<file path="src/rtl/quad_pkg.sv">
// ============================================================================
// Module   : quad_pkg
// Purpose  : Shared phase encoding, motion command type and phase stepping
//            helpers for the quadrature encoder emulator.
// Revision : 1.0 - initial release
// ============================================================================
`default_nettype none

package quad_pkg;

  localparam logic [1:0] PH0 = 2'b00;
  localparam logic [1:0] PH1 = 2'b10;
  localparam logic [1:0] PH2 = 2'b11;
  localparam logic [1:0] PH3 = 2'b01;

  typedef enum logic [1:0] {
    CMD_IDLE = 2'd0,
    CMD_CW   = 2'd1,
    CMD_CCW  = 2'd2
  } cmd_e;

  function automatic cmd_e decode_cmd(input logic cw, input logic ccw);
    case ({cw, ccw})
      2'b10:   return CMD_CW;
      2'b01:   return CMD_CCW;
      default: return CMD_IDLE;
    endcase
  endfunction

  function automatic logic [1:0] phase_next(input logic [1:0] ph);
    case (ph)
      PH0:     return PH1;
      PH1:     return PH2;
      PH2:     return PH3;
      PH3:     return PH0;
      default: return PH0;
    endcase
  endfunction

  function automatic logic [1:0] phase_prev(input logic [1:0] ph);
    case (ph)
      PH0:     return PH3;
      PH3:     return PH2;
      PH2:     return PH1;
      PH1:     return PH0;
      default: return PH0;
    endcase
  endfunction

endpackage

`default_nettype wire

</file>
<file path="src/rtl/quad_encoder_channel.sv">
// ============================================================================
// Module   : quad_encoder_channel
// Purpose  : One encoder channel: step-rate divider, A/B phase and position.
// Revision : 1.0 - initial release
// ============================================================================
`default_nettype none

module quad_encoder_channel
  import quad_pkg::*;
#(
  parameter int DIV_W = 16,
  parameter int CPR   = 400,
  parameter int POS_W = $clog2(CPR)
) (
  input  logic             clk,
  input  logic             rst_n,
  input  logic             cw,
  input  logic             ccw,
  input  logic [DIV_W-1:0] div,
  output logic             a,
  output logic             b,
  output logic             z,
  output logic             dir,
  output logic [POS_W-1:0] pos
);

  localparam logic [POS_W-1:0] c_pos_max = POS_W'(CPR - 1);

  logic [1:0]       r_phase;
  logic [DIV_W-1:0] r_cnt;
  logic [POS_W-1:0] r_pos;
  logic             r_dir;
  logic [1:0]       r_prev_cmd;

  logic [1:0]       w_cmd_raw;
  cmd_e             w_cmd;
  logic             w_cmd_changed;

  assign w_cmd_raw     = {cw, ccw};
  assign w_cmd         = decode_cmd(cw, ccw);
  // 00 -> 11 counts as a change too, so the raw pair is compared, not the enum
  assign w_cmd_changed = (w_cmd_raw != r_prev_cmd);

  always_ff @(posedge clk or negedge rst_n) begin
    if (!rst_n) begin
      r_phase    <= PH0;
      r_cnt      <= '0;
      r_pos      <= '0;
      r_dir      <= 1'b0;
      r_prev_cmd <= 2'b00;
    end else begin
      r_prev_cmd <= w_cmd_raw;
      if (w_cmd_changed || (w_cmd == CMD_IDLE)) begin
        r_cnt <= '0;
      end else if (r_cnt >= div) begin
        r_cnt <= '0;
        if (w_cmd == CMD_CW) begin
          r_phase <= phase_next(r_phase);
          r_pos   <= (r_pos == c_pos_max) ? '0 : r_pos + 1'b1;
          r_dir   <= 1'b1;
        end else begin
          r_phase <= phase_prev(r_phase);
          r_pos   <= (r_pos == '0) ? c_pos_max : r_pos - 1'b1;
          r_dir   <= 1'b0;
        end
      end else begin
        r_cnt <= r_cnt + 1'b1;
      end
    end
  end

  assign a   = r_phase[1];
  assign b   = r_phase[0];
  assign z   = (r_pos == '0);
  assign dir = r_dir;
  assign pos = r_pos;

endmodule

`default_nettype wire

</file>
<file path="src/rtl/quad_encoder_gen.sv">
// ============================================================================
// Module   : quad_encoder_gen
// Purpose  : Multi-channel quadrature encoder emulator (A/B/Z plus position).
// Revision : 1.0 - initial release
// ============================================================================
`default_nettype none

module quad_encoder_gen
  import quad_pkg::*;
#(
  parameter  int CHANNELS = 2,
  parameter  int DIV_W    = 16,
  parameter  int CPR      = 400,
  localparam int POS_W    = $clog2(CPR)
) (
  input  logic                      clk,
  input  logic                      rst_n,
  input  logic [CHANNELS-1:0]       cw,
  input  logic [CHANNELS-1:0]       ccw,
  input  logic [CHANNELS*DIV_W-1:0] div,
  output logic [CHANNELS-1:0]       a,
  output logic [CHANNELS-1:0]       b,
  output logic [CHANNELS-1:0]       z,
  output logic [CHANNELS-1:0]       dir,
  output logic [CHANNELS*POS_W-1:0] pos
);

  // Z is only guaranteed to coincide with phase 00 when CPR is a multiple of 4
  if ((CPR % 4 != 0) || (CPR < 4)) begin : g_cpr_check
    $error("quad_encoder_gen: CPR must be a multiple of 4 and at least 4");
  end

  for (genvar i = 0; i < CHANNELS; i++) begin : g_ch
    quad_encoder_channel #(
      .DIV_W (DIV_W),
      .CPR   (CPR),
      .POS_W (POS_W)
    ) u_channel (
      .clk   (clk),
      .rst_n (rst_n),
      .cw    (cw[i]),
      .ccw   (ccw[i]),
      .div   (div[i*DIV_W +: DIV_W]),
      .a     (a[i]),
      .b     (b[i]),
      .z     (z[i]),
      .dir   (dir[i]),
      .pos   (pos[i*POS_W +: POS_W])
    );
  end

endmodule

`default_nettype wire
</file>
<file path="config.mk">
export PLATFORM = sky130hd
export DESIGN_NAME = quad_encoder_gen
export DESIGN_NICKNAME = d
export VERILOG_FILES = /design/src/rtl/quad_pkg.sv /design/src/rtl/quad_encoder_channel.sv /design/src/rtl/quad_encoder_gen.sv
export SDC_FILE = /design/constraint.sdc
export NUM_CORES = 1
export LEC_CHECK = 0
export ABC_AREA = 0
export CORE_MARGIN = 2
export CORE_UTILIZATION = 40
export DETAILED_ROUTE_END_ITERATION = 16
export SYNTH_ARGS = -nofsm -noshare
export SYNTH_HDL_FRONTEND = slang
export SYNTH_SLANG_ARGS = --single-unit
</file>
<file path="constraint.sdc">
create_clock -name clk -period 2.64 [get_ports clk]
set_input_delay 0.396 -clock clk [delete_from_list [all_inputs] [get_ports clk]]
set_output_delay 0.396 -clock clk [all_outputs]
set_load 0.1 [all_outputs]
</file>
; ---- After elaboration in Yosys (flattened, before gate mapping)
; Index checks and enable logic that the tools add are counted.
[word_totals]
register_bits = 60
in_bits = 38
output_inout_bits = 26
word_cells = 66
[op_classes]
addsub = 6
order_cmp = 2
eq_ne = 16
muxes = 20
bitwise = 2
reduce_logical = 10
[op_table]
columns = cell, n
row1 = $mux W16, 4
row2 = $mux W9, 6
row3 = $add A16 B1 Y16 const B, 2
row4 = $ge A16 B16 Y1, 2
row5 = $pmux W2 S4, 4
row6 = $add A9 B1 Y9 const B, 2
row7 = $eq A9 B9 Y1 const B, 2
row8 = $logic_not A9 Y1, 2
row9 = $sub A9 B1 Y9 const B, 2
row10 = $eq A2 B1 Y1 const B, 6
row11 = $eq A2 B2 Y1 const B, 6
row12 = $logic_not A2 Y1, 4
row13 = $pmux W2 S2, 2
row14 = $mux W2, 2
row15 = $ne A2 B2 Y1, 2
row16 = $reduce_and A2 Y1, 2
row17 = $logic_or A1 B1 Y1, 2
row18 = $mux W1, 2
row19 = $not A1 Y1, 2

; ---- Logic depth before layout (Yosys ltp)
; Gate-level depths: netlist of the first run.
[depth]
word_depth = 6
depth_mapped = 9
depth_no_buf = 8

; ---- Hierarchy
; Synthesis of the first run repeated with hierarchy kept, for this count alone.
[hier_totals]
hier_cells = 479
area_unflattened_um2 = 4239.1
[modules_own_cells]
columns = module, instances, cells_per_inst, area_each_um2
row1 = quad_encoder_channel (g_ch[1].u_channel), 1, 244, 2120.8
row2 = quad_encoder_channel (g_ch[0].u_channel), 1, 235, 2118.3

; ---- Worst setup path before layout of the first run
; No wires, ideal clock.
[synth_path]
path_kind = reg2out
from = reg g_ch[1].u_channel.r_pos[5]
to = out z[1]
t_arrival_ns = 2.284
required_ns = 2.244
path_slack_ns = -0.040
path_stages_with_launch = 6
cell_sequence = dfrtp_1 > buf_6 > or3_4 > or4_4 > clkinv_4 > buf_4
[synth_between]
elab_chain_len = 1
[synth_lines]
columns = element, line
row1 = from (decl), quad_encoder_channel.sv:31  ; logic [POS_W-1:0] r_pos;
row2 = from (signal assigned), quad_encoder_channel.sv:59  ; r_pos <= (r_pos == c_pos_max) ? '0 : r_pos + 1'b1;
row3 = from (signal assigned), quad_encoder_channel.sv:63  ; r_pos <= (r_pos == '0) ? c_pos_max : r_pos - 1'b1;
row4 = $logic_not A9 Y1, quad_encoder_channel.sv:74  ; assign z = (r_pos == '0);
row5 = to (decl), quad_encoder_gen.sv:23  ; output logic [CHANNELS-1:0] z,
; Every way passes these cells.

; ---- Final worst setup path of the first run
[layout_path]
from = in div[16]
to = reg g_ch[1].u_channel.r_dir
[layout_between]
elab_chain_len = 2
[layout_lines]
columns = element, line
row1 = from (decl), quad_encoder_gen.sv:20  ; input logic [CHANNELS*DIV_W-1:0] div,
row2 = $ge A16 B16 Y1, quad_encoder_channel.sv:55  ; end else if (r_cnt >= div) begin
row3 = $reduce_and A2 Y1 (no line), --
row4 = to (signal assigned), quad_encoder_channel.sv:49  ; r_dir <= 1'b0;
row5 = to (signal assigned), quad_encoder_channel.sv:60  ; r_dir <= 1'b1;
row6 = to (signal assigned), quad_encoder_channel.sv:64  ; r_dir <= 1'b0;
row7 = to (decl), quad_encoder_channel.sv:32  ; logic r_dir;
; Every way passes these cells.
; A chain may end at the register's enable or synchronous reset.

==> metrics, run 1 <==
Reg-to-Reg Start=g_ch[1].u_channel.r_cnt[0]$_DFF_PN0_; final net count=628; vias in the first global route=approximately 3.6k; worst setup margin=139 ps; RSZ-0062 raised after global routing=false; clock sinks=60; # diodes=0; Worst Path Max Fanout=17; Die Y-Extent=around 110 µm; final setup fails=0; synthesized flop and latch total=60; Lkg Pwr=0.00247 µW; Final Hold Fails=0; CTS root buf=clkbuf_8; Post-Route Setup TNS=0 ps; Worst setup endpoint=g_ch[1].u_channel.dir$_DFFE_PN0P_; gpl congestion=0.857; initial antenna violation count=0; relative slew slack=~53%; Detailed Place HPWL=6.92 mm; DP Cell Count=674; cell type with the largest total area after synthesis=dfrtp_1; WP data required=between 2000 and 3000 ps; Worst Hold Class=flop to flop; aggregate routed wire length=roughly 9 mm; WP data arrival=2730 ps; status=completed; layout cell share with drive strength beyond 1=14.2%; # port buffers=63; CP peak stage delay=470 ps; vias per cell=between 5 and 6; top_reg_cell synth=dfrtp_1; Total Power=2070 µW; ANT nets after route=0; Num CTS Buffers=9; slew of the pin with the lowest slew margin=approximately 710 ps; DR WL/cell=13.2 µm; Post-Synthesis Cells=slightly below 500; Layout Area Growth over Synthesis=25.0%; Skew-Pair Late Insertion Delay=about 340 ps; Tcrit/Tclk final=94.7%; Post-synth EDFFs=0; reg2reg path depth=8; Worst R2R End=g_ch[1].u_channel.dir$_DFFE_PN0P_; Setup Fix Bufs, Post-CTS=0; post-route clock skew=between 10 and 15 ps; CP Class=input pin to flop; GRT overflow=0; Worst Setup SP=div[16]; First-pass DRT Iterations=4; fin cells=691; ys async rst share=100%; Mapped Nets=559; First DRT Iteration DRCs=127; syn_area_per_cell=8.67 µm²; Cell variety after synth=57; Initial Util=between 40% and 50%; largest net degree at the start of global routing=28; Pins Over Slew Limit=0; master of the slowest instance on the critical path=a2111oi_2; CP bufs+invs=2; Cell Chain, Critical Path=clkdlybuf4s50_1, ha_1, nand2b_1, a2111oi_2, o41ai_2, o31ai_2, buf_12, mux2_2; share of the synthesized area in the top cell type=between 30 and 40%; row cnt=37; Ys Warns=0; Max Cap Viol=0; IO Pins=64; family with the most delay on the worst path=compound AO/OA/AOI/OAI gates; Die X=106 µm; DP Worst Slack=-246 ps; Fmax achieved=400 MHz; synth top area cells=dfrtp_1, ha_1, nor2_1; routed via count=3544; Worst setup SP type=input pin; total track usage=17.6%; Levels on crit path=8; PwrDens=398 mW/mm²; Final min period=2500 ps; H-tree depth=3; post-synthesis sequential area ratio=36.0%; Layout Utilization=just over 50%; first-pass GRT wire length=16.2 mm; crit end category=flop; Remaining DRCs=0; Max clock buf depth=2; R2R setup slack=~160 ps; core area=0.0102 mm²; clock-pin transition on the worst setup and hold timing paths=70 ps; peak supply drop=0.285 mV; CTS tree=done; die area=0.0113 mm²; Post-Syn Area=roughly 0.0042 mm²
[per-layer routing]
| layer | wire, µm | vias up | GRT usage [%] |
|---|---|---|---|
| met4 | 123 | 0 | 5.45 |
| met1 | 4270 | 1650 | 22.5 |
| li1 | - | 1813 | - |
| met2 | 4330 | 68 | 29.4 |
| met3 | 385 | 13 | 4.35 |
| met5 | 0 | - | 0 |
[layout by cell type (no fill, tap or decap), types with 4 or more instances in the layout]
cell	Yosys	routed
nand4_1	10	10
nor3_1	8	8
clkbuf_8	0	12
xor2_1	21	21
ha_1	40	40
nor2_1	56	56
o21ai_0	28	28
nand2_1	35	35
a31oi_1	11	10
xnor2_1	15	15
and4_1	5	5
or3_1	5	5
dfrtp_1	60	56
dfrtp_2	0	4
clkdlybuf4s50_1	0	36
buf_12	0	6
and3_1	10	10
inv_1	47	47
buf_4	9	42
nand3_1	19	19
a21oi_1	20	20
o31ai_1	7	7
nand2b_1	5	5
[synthesized netlist by cell type, types with 4 or more instances]
library cell and count:
a21oi_1 20, nand4_1 10, and3_1 10, or3_1 5, xnor2_1 15, nand3_1 19, a31oi_1 11, nor2_1 56
nand2_1 35, o41ai_1 4, nand2b_1 5, and4_1 5, o31ai_1 7, nor3_1 8, ha_1 40, xor2_1 21
o21ai_0 28, dfrtp_1 60, clkbuf_1 13, buf_4 9, inv_1 47
[how the worst min path moves through the flow]
stage	to	cells after the start	from
after floorplan	g_ch[0].u_channel.dir$_DFFE_PN0P_	0	rst_n
after global placement	g_ch[1].u_channel.pos[5]$_DFFE_PN0P_	1	rst_n
after detailed placement	g_ch[1].u_channel.pos[5]$_DFFE_PN0P_	1	rst_n
after CTS	g_ch[0].u_channel.r_cnt[0]$_DFF_PN0_	1	g_ch[0].u_channel.r_cnt[0]$_DFF_PN0_
after global routing	g_ch[0].u_channel.dir$_DFFE_PN0P_	2	rst_n
final	g_ch[0].u_channel.r_cnt[0]$_DFF_PN0_	1	g_ch[0].u_channel.r_cnt[0]$_DFF_PN0_
[worst register-to-register path, cell delays in order, from the launching register on]
cell and delay (ps):
dfrtp_1 420, inv_1 60, ha_1 260, nand2b_1 160, a2111oi_2 470, o41ai_2 160, o31ai_2 330, buf_12 190
mux2_2 340
[area by class of cell]
| cell class | instances | area (µm²) |
|---|---|---|
| clock buffer | 15 | 176 |
| clock inverter | 1 | 30.0 |
| fill | 984 | 5020 |
| inverter | 48 | 185 |
| multi-input combinational | 345 | 2330 |
| sequential | 60 | 1510 |
| tap | 136 | 170 |
| timing repair buffer | 86 | 811 |
[kinds of logic after synthesis]
kind of cell	after synthesis	synth area share (%)
compound gates	99	15.5
fa+ha+maj	40	12.0
mux	3	0.810
xor+xnor	36	7.56
buf+inv	76	8.40
simple gates	167	19.7
flops	60	36.0
[per-stage QoR]
stage | hold slack [ps] | instance area [µm²]
6_report | 489 | 5210
3_3_place_gp | 349 | 4990
2_1_floorplan | 100 | 4170
5_1_grt | 519 | 5210
3_5_place_dp | 343 | 4990
4_1_cts | 495 | 5200
[flip-flops by register name, summed over array words and instances (netlist names)]
name                       count
g_ch.u_channel.pos            18
g_ch.u_channel.r_phase         4
g_ch.u_channel.r_prev_cmd      4
g_ch.u_channel.r_cnt          32
g_ch.u_channel.dir             2
[repair_timing]
action	in CTS	in global routing
endpoints found under the setup margin	0	9
hold endpoints to repair	13	0
hold buffers	1	0
resized for setup	0	2
[power breakdown]
group / switching, µW / internal (µW)
Sequential: 11.0 / 929
Clock: 353 / 515
Combinational: 141 / 122
Total: 505 / 1570
Power figures use the tool's default switching activity.
==> run 2, diff against run 1 <==
Settings changed: SYNTH_HIERARCHICAL from default to 1.
==> run 2 against run 1 <==
Against the previous run:
- clock skew is 2.4 ps higher
- global-route usage is 0.75 points higher
- utilization is 1.9 points higher
- combinational power is 6% higher
- sequential share of layout area is 0.98 points lower
- sequential cell count stayed put
- worst hold slack worse by 400 ps
- cell count is 2.2% higher
- setup slack worse by 80 ps
- critical endpoint is now g_ch[0].u_channel/dir$_DFFE_PN0P_
==> metrics, run 2 <==
status=completed; Filler Cell Count=976 (-0.81%); Post-Synthesis Cells=479 (-0.42%); post-synthesis sequential area ratio=35.4% (-0.60 points); gpl congestion=0.828 (-3.4%); Post-Syn Area=0.00424 mm² (+1.7%); # diodes=0 (unchanged); total track usage=18.4% (+0.75 points); Lkg Pwr=0.00255 µW (+3.2%); peak supply drop=0.206 mV (-28%); Final min period=2580 ps (+79.6 ps); first-pass GRT wire length=16.8 mm (+3.8%); clock sinks=60 (unchanged); commonest non-fill, non-tap cell in the layout=nor2_1; largest net degree at the start of global routing=35 (+25%); Fmax achieved=388 MHz (-3.1%); register area=0.00152 mm² (+1.1%); vias in the first global route=3561 (-1.8%); PwrDens=382 mW/mm² (-3.9%); CTS root buf=clkbuf_8; top_reg_cell synth=dfrtp_1; row cnt=37 (unchanged); ANT nets after route=0 (unchanged); routed via count=3659 (+3.2%); reg2reg path depth=8 (unchanged); WP data arrival=2810 ps (+80 ps); CP Class=input pin to flop; CTS tree=done; Worst Hold Class=input pin to asynchronous set/reset pin; cell type with the largest total area after synthesis=dfrtp_1; Reg-to-Reg Start=g_ch[0].u_channel/r_cnt[9]$_DFF_PN0_; most frequent cells in the layout=nor2_1, dfrtp_1, buf_4; Largest Register=g_ch.u_channel/r_cnt; CTS Hold Bufs=0 (-1); final net count=643 (+2.4%); H-tree depth=3 (unchanged); final setup fails=0 (unchanged); initial antenna violation count=0 (unchanged); WP data required=2870 ps (about the same); clock-pin transition on the worst setup and hold timing paths=70 ps (about the same); Max Cap Viol=0 (unchanged); slew of the pin with the lowest slew margin=667 ps (-39.3 ps); most frequent cells after synthesis=dfrtp_1, nor2_1, inv_1; Ys Warns=6 (+6); layout cell share with drive strength beyond 1=20.2% (+5.9 points); crit end category=flop; Multi-input gate area=0.00250 mm² (+7.1%); share of the synthesized area in the top cell type=35.4% (-0.60 points); Max clock buf depth=2 (unchanged); cell with the most instances after synthesis=dfrtp_1; family with the most delay on the worst path=buffers and inverters; Die X=107 µm (+0.81%); Initial Util=41.1% (+0.31 points); Remaining DRCs=0 (unchanged); master of the slowest instance on the critical path=or4b_4; R2R setup slack=160 ps (about the same); die area=0.0114 mm² (+1.6%); Die Y-Extent=107 µm (+0.81%); CP bufs+invs=4 (+2); CP peak stage delay=470 ps (about the same); relative slew slack=55.6% (+2.6 points); Worst setup SP type=input pin; First DRT Iteration DRCs=132 (+3.9%); First-pass DRT Iterations=4 (unchanged); Skew-Pair Late Insertion Delay=340 ps (about the same); Final Hold Fails=0 (unchanged); synth top area cells=dfrtp_1, ha_1, xor2_1; Layout Area Growth over Synthesis=28.6%; core area=0.0103 mm² (+0.91%); Worst Path Max Fanout=5 (-12); Total Power=2080 µW (+0.53%); syn_area_per_cell=8.85 µm² (+2.1%); post-route clock skew=12.9 ps (+2.42 ps); RSZ-0062 raised after global routing=true; Cell Chain, Critical Path=clkdlybuf4s50_1, inv_1, ha_1, nand2_1, nor3_2, buf_4, or4b_4, a31oi_4, buf_6, mux2_2; Post-synth EDFFs=0 (unchanged); Cell variety after synth=63 (+11%); Pins Over Slew Limit=0 (unchanged); fin cells=706 (+2.2%); vias per cell=5.18 (+1.1%); Tcrit/Tclk final=97.7% (+3.0 points); Mapped Nets=557 (-0.36%); DP Cell Count=683 (+1.3%); number of flip-flops in the largest register=32 (unchanged); GRT overflow=0 (unchanged); DR WL/cell=13.9 µm (+5.4%); IO Pins=64 (unchanged); synthesized flop and latch total=60 (unchanged); ys async rst share=100% (unchanged); aggregate routed wire length=9.82 mm (+7.7%); Worst R2R End=g_ch[0].u_channel/dir$_DFFE_PN0P_; # port buffers=63 (unchanged); Num CTS Buffers=9 (unchanged); Detailed Place HPWL=7.22 mm (+4.4%)
run 2: changes by cell type in the layout (fill, tap and decap cells not counted), sizes merged, moves of 3 or more:
| cell | previous run | this run |
|---|---|---|
| a21oi | 20 | 24 |
| buf | 49 | 58 |
| clkbuf | 15 | 12 |
| nand2 | 35 | 30 |
| o21ai | 29 | 26 |
| o41ai | 4 | 1 |
| or2 | 0 | 3 |
| xnor2 | 15 | 12 |
| xor2 | 21 | 28 |
run 2: final cells by class:
| class | instances | share of cell area, % |
|---|---|---|
| Tap cell | 136 | 3.12 |
| Multi-Input combinational cell | 350 | 45.8 |
| Clock inverter | 4 | 0.872 |
| Inverter | 50 | 3.56 |
| Clock buffer | 12 | 2.85 |
| Sequential cell | 60 | 27.9 |
| Timing Repair Buffer | 94 | 15.8 |
run 2: worst max path at each step:
stage / end / depth (start not counted) / slack [ps] / startpoint
global placement: g_ch[0].u_channel/pos[7]$_DFFE_PN0P_ / 11 / -340 / div[13]
CTS: z[1] / 7 / 8 / g_ch[1].u_channel/pos[0]$_DFFE_PN0P_
finish: g_ch[0].u_channel/dir$_DFFE_PN0P_ / 10 / 60 / div[9]
detailed placement: g_ch[0].u_channel/pos[7]$_DFFE_PN0P_ / 11 / -360 / div[13]
global route: g_ch[0].u_channel/r_phase[0]$_DFFE_PN0P_ / 10 / -40 / div[15]
floorplan: g_ch[0].u_channel/pos[6]$_DFFE_PN0P_ / 7 / -460 / g_ch[0].u_channel/pos[3]$_DFFE_PN0P_
run 2: what timing repair did:
item                                    CTS  global route
endpoints found under the setup margin    1             6
gates resized for setup                   0             9
setup buffers                             0             6
pin swaps                                 1             5
cloned                                    0             1
run 2: cell families after synthesis:
| kind of cell | count (synthesis) | synth area share [%] |
|---|---|---|
| flops | 60 | 35.4 |
| mux | 5 | 1.42 |
| fa+ha+maj | 40 | 11.8 |
| simple gates | 171 | 21.2 |
| compound gates | 94 | 14.7 |
| buf+inv | 69 | 7.14 |
| xor+xnor | 40 | 8.26 |
run 2: where the power goes:
part	internal (µW)	total, µW	switching [µW]
Clock	485	861	376
Sequential	930	942	11.8
Combinational	127	279	152
Total	1540	2080	540
run 2: routing by layer:
layer / wire [µm] / vias up / GRT usage [%]
met5: 0 / - / 0
li1: - / 1841 / -
met1: 4740 / 1740 / 25.4
met2: 4530 / 72 / 28.3
met4: 66 / 0 / 5.38
met3: 477 / 6 / 4.86
run 2: worst reg2reg max path, delay by kind of cell (launching register included):
kind            cells  cell delay, ps
compound gates      1             310
fa+ha+maj           1             310
buf+inv             2             290
flops               1             420
mux                 1             320
simple gates        3             720
run 2: stage by stage:
step	util (%)	setup WS (ps)	cell area, µm²	setup TNS (ps)	hold WS (ps)
6_report	52.8	59.6	5450	0	86.3
5_1_grt	52.8	-39.1	5450	-102	104
4_1_cts	51.8	7.79	5340	0	91.6
3_5_place_dp	49.8	-362	5140	-8000	468
3_3_place_gp	49.8	-340	5140	-6180	464
2_1_floorplan	-	-458	4280	-2060	100
